[src/rtl/perip_arbiter.sv]
// perip_arbiter: two-requester round-robin arbiter feeding one registered peripheral port
//   clk, rst_n          : clock, asynchronous active-low reset
//   m0_* / m1_*         : requester ports (req, addr, wen, mask, wdata in; gnt, rvalid out)
//   rdata               : shared load data, qualified by m0_rvalid / m1_rvalid
//   perip_addr/wen/mask/wdata : registered downstream access
//   perip_rdata         : raw downstream read data, sampled in the last RD cycle
module perip_arbiter #(
  parameter int RD_LAT = 1
) (
  input  logic        clk,
  input  logic        rst_n,
  input  logic        m0_req,
  input  logic [31:0] m0_addr,
  input  logic        m0_wen,
  input  logic [1:0]  m0_mask,
  input  logic [31:0] m0_wdata,
  output logic        m0_gnt,
  output logic        m0_rvalid,
  input  logic        m1_req,
  input  logic [31:0] m1_addr,
  input  logic        m1_wen,
  input  logic [1:0]  m1_mask,
  input  logic [31:0] m1_wdata,
  output logic        m1_gnt,
  output logic        m1_rvalid,
  output logic [31:0] rdata,
  output logic [31:0] perip_addr,
  output logic        perip_wen,
  output logic [1:0]  perip_mask,
  output logic [31:0] perip_wdata,
  input  logic [31:0] perip_rdata
);
  localparam logic [1:0] IDLE = 2'd0;
  localparam logic [1:0] WR   = 2'd1;
  localparam logic [1:0] RD   = 2'd2;
  localparam logic [1:0] LAT_M1 = 2'(RD_LAT - 1);
  logic [1:0]  state;
  logic [1:0]  cnt;
  logic        last;
  logic        owner;
  logic        idle;
  logic        acc;
  logic        sel;
  logic [31:0] a_addr;
  logic [31:0] a_wdata;
  logic        a_wen;
  logic [1:0]  a_mask;
  assign idle = state == IDLE;
  // on a tie the requester that was not granted last wins; last=1 means m1 won last
  assign m0_gnt = idle & m0_req & (~m1_req | last);
  assign m1_gnt = idle & m1_req & (~m0_req | ~last);
  assign acc = m0_gnt | m1_gnt;
  assign sel = m1_gnt;
  always_comb begin
    a_addr  = sel ? m1_addr  : m0_addr;
    a_wdata = sel ? m1_wdata : m0_wdata;
    a_wen   = sel ? m1_wen   : m0_wen;
    a_mask  = sel ? m1_mask  : m0_mask;
    // the reserved size code is treated as a word access
    a_mask  = (a_mask == 2'b10) ? 2'b11 : a_mask;
  end
  always_ff @(posedge clk or negedge rst_n) begin
    if (!rst_n) begin
      state       <= IDLE;
      cnt         <= 2'd0;
      last        <= 1'b1;
      owner       <= 1'b0;
      perip_addr  <= 32'd0;
      perip_wen   <= 1'b0;
      perip_mask  <= 2'b00;
      perip_wdata <= 32'd0;
      rdata       <= 32'd0;
      m0_rvalid   <= 1'b0;
      m1_rvalid   <= 1'b0;
    end else begin
      m0_rvalid <= 1'b0;
      m1_rvalid <= 1'b0;
      if (acc) begin
        state       <= a_wen ? WR : RD;
        cnt         <= LAT_M1;
        last        <= sel;
        owner       <= sel;
        perip_addr  <= a_addr;
        perip_wen   <= a_wen;
        perip_mask  <= a_mask;
        perip_wdata <= a_wdata;
      end else if (state == WR) begin
        state     <= IDLE;
        perip_wen <= 1'b0;
      end else if (state == RD) begin
        if (cnt == 2'd0) begin
          state     <= IDLE;
          rdata     <= perip_rdata;
          m0_rvalid <= ~owner;
          m1_rvalid <= owner;
        end else begin
          cnt <= cnt - 2'd1;
        end
      end
    end
  end
endmodule
[config.mk]
export PLATFORM = sky130hd
export DESIGN_NAME = perip_arbiter
export DESIGN_NICKNAME = d
export VERILOG_FILES = /design/src/rtl/perip_arbiter.sv
export SDC_FILE = /design/constraint.sdc
export NUM_CORES = 1
export LEC_CHECK = 0
export ABC_AREA = 1
export BUFFER_PORTS_ARGS = -buffer_cell sky130_fd_sc_hd__buf_4
export CAP_MARGIN = 20
export CORE_UTILIZATION = 25
export DETAILED_ROUTE_END_ITERATION = 10
export GPL_TIMING_DRIVEN = 0
export MAX_ROUTING_LAYER = met4
export SYNTH_ARGS = -nofsm -noshare
export SYNTH_HDL_FRONTEND = slang
export SYNTH_SLANG_ARGS = --single-unit
[constraint.sdc]
create_clock -name clk -period 1.75 [get_ports clk]
set_input_delay 0 -clock clk [delete_from_list [all_inputs] [get_ports clk]]
set_output_delay 0 -clock clk [all_outputs]
set_load 0.05 [all_outputs]
==> qor.csv <==
metric,value,unit
layout cells sized above 1,0.337,
Synth Instances,585,
Least-Margin Pin Slew,0.515,ns
total chip power,17300,uW
htree depth,3,
Reg2Reg Depth,6,
WP data arrival,1.66,ns
# DRC,0,
final hold viol count,1,
largest net degree at the start of global routing,59,
GR Util met1,0.223,
vias in the first global route,5935,
final worst-path cycle share,0.946,
Final Critical Period,1.66,ns
Avg WL per Cell,14.9,um
met2 usage,0.338,
LEAKAGE,0.00475,uW
Post-Syn Nets,756,
drt via density,4.39,
first-pass GRT wire length,29900,um
DR pass1 iterations,4,
HPWL Detailed,12500,um
predominant post-synthesis flop cell,dfrtp_1,
headroom to the max-slew limit,0.657,
die span in y,143,um
die width,143,um
WP data required,1.75,ns
post-synthesis async set-or-reset flop share,1.00,
post-synthesis cell area,4980,um^2
busiest grt layer,met2,
r2r setup slk,0.11,ns
CORE AREA,19500,um^2
clk slew on worst S/H paths,0.07,ns
reg2reg end,perip_wdata[28],
1st-iter DRT viols,169,
DR vias,5689,
Clock Latency Late Sink,0.35,ns
Layout Nets,1197,
Post-Place Setup Slack,-0.0652,ns
"top cells by count, synth","nand2_1, dfrtp_1, inv_1, nor2_1, o21ai_0",
Crit Reg-Reg Startpoint,last,
sequential-to-total area share from yosys stat,0.538,
sink count of the clock tree,107,
syn_area_per_cell,8.51,um^2
Critical Path Start Type,register,
VDD IR max,1200,uV
Starting Density,0.256,
Worst Slack Setup Final,0.0937,ns
die area,20500,um^2
ANT cells,0,
hold path cells,4,
clock buffer depth,2,
CP Class,register to output port,
Synth Warn #,0,
gr usage total,0.196,
Non-Filler Instances,1296,
CTS buffer count,9,
WHS,-0.00421,ns
GP Congestion,0.779,
Pins Over Slew Limit,0,
Synth Register Bits,107,
DP Cell Count,1123,
upper clock frequency limit,604,MHz
Std-Cell Rows,51,
setup violators final,0,
Max-Cap Viols,0,
CTS tree,done,
post-route ant nets,0,
"count leader, synth",nand2_1,
Yosys top cell area share,0.533,
Ports,273,
Detailed Route WL,19400,um
Post-synth EDFFs,0,
hold_sp,m0_wen,
outcome,"complete, but fails checks",
initial antenna violation count,0,
grt ovf,0,
hold path endpoint,state[1],
Synth area leader,dfrtp_1,
# port buffers,272,
highest fanout seen on the critical path,10,
M3 GR Usage,0.0366,
Clock Skew,0.00726,ns
Synth-to-Final Area Change,86.0,%
failing checks,negative hold slack,
crit end category,output port,
fill count,1833,
Synth area leaders,"dfrtp_1, nand2_1, o211ai_2, o21ai_0, a21oi_1",
Hold Crit Class,input port to register,
root buffer cell,clkbuf_16,
post-synth cell types,28,
pwr dens,1870,nW/um^2
unrepaired setup endpoints after global routing,true,
## where the power goes
part / total, uW / switching (uW) / internal, uW
sequential: 4450 / 710 / 3740
combinational: 10900 / 7510 / 3340
clock: 2000 / 984 / 1010
## metal layers
layer  part of all wire  routed length, um
met1               0.41               8000
met4              0.027                526
met3              0.063               1220
met5                  0                  0
met2               0.50               9620
## per-stage QoR
stage	area, um^2	setup TNS [ns]	hold WS, ns	util
final	9260	0	-0.00421	0.476
after global placement	7350	-0.0457	0.233	0.378
after CTS	9250	0	0.00141	0.475
after floorplan	4980	0	-0.296	-
after detailed placement	7380	-0.179	-0.0137	0.379
after global routing	9260	-0.00680	0.0338	0.476
## layout make-up
type                       instances  area (um^2)  share of cell area
multi-input combinational        396         1890               0.204
clock inverter                     5         37.5             0.00405
tap                              265          332              0.0358
sequential                       107         2680               0.289
inverter                          44          170              0.0184
timing repair buffer             431         3660               0.395
buffer                            37          248              0.0268
clock buffer                      11          243              0.0262
## critical path, stage by stage (launching register included)
cell	delay [ns]
dfrtp_2	0.46
nor2_4	0.19
nand3_4	0.15
clkinv_4	0.12
buf_4	0.19
buf_6	0.18
## sequential cells by signal, indices dropped and copies added (netlist names)
register	count
perip_wdata	32
perip_addr	32
perip_mask	2
perip_wen	1
cnt	2
owner	1
rdata	32
m1_rvalid	1
state	2
m0_rvalid	1
last	1
## how the worst max path moves through the flow
stage	cells after the start	endpoint	start
after floorplan	5	owner	state[0]
after global placement	5	perip_wdata[4]	last
after detailed placement	5	perip_wdata[4]	last
after CTS	5	m1_gnt	state[0]
after global routing	5	m1_gnt	state[0]
final	5	m1_gnt	state[0]
## cell families after synthesis
logic type	Yosys count	synth area share
simple gates	290	0.237
compound gates	105	0.139
fa+ha+maj	1	0.00251
flops	107	0.538
buf+inv	82	0.0824
## cell usage in the layout (no fill, tap or decap), types with 2 or more instances in the layout
cell	count
dlygate4sd3_1	158
dfrtp_1	105
nor2_1	38
inv_1	42
buf_2	18
buf_6	4
clkinvlp_4	2
o211ai_2	18
a21oi_1	35
clkinv_4	2
clkbuf_2	3
o211ai_1	12
buf_12	3
buf_4	274
nand4_1	2
nand2_1	211
nand3_1	33
clkbuf_16	9
o21ai_0	38
clkbuf_1	7
## timing repair
| action | CTS | global route |
|---|---|---|
| buffers inserted | 0 | 0 |
| endpoints found under the setup margin | 25 | 12 |
| gates resized for setup | 3 | 9 |
| pin swaps | 1 | 1 |
| hold buffers | 158 | 0 |
| endpoints found under the hold margin | 145 | 0 |
Note: power is estimated with default switching activity, not from simulation.
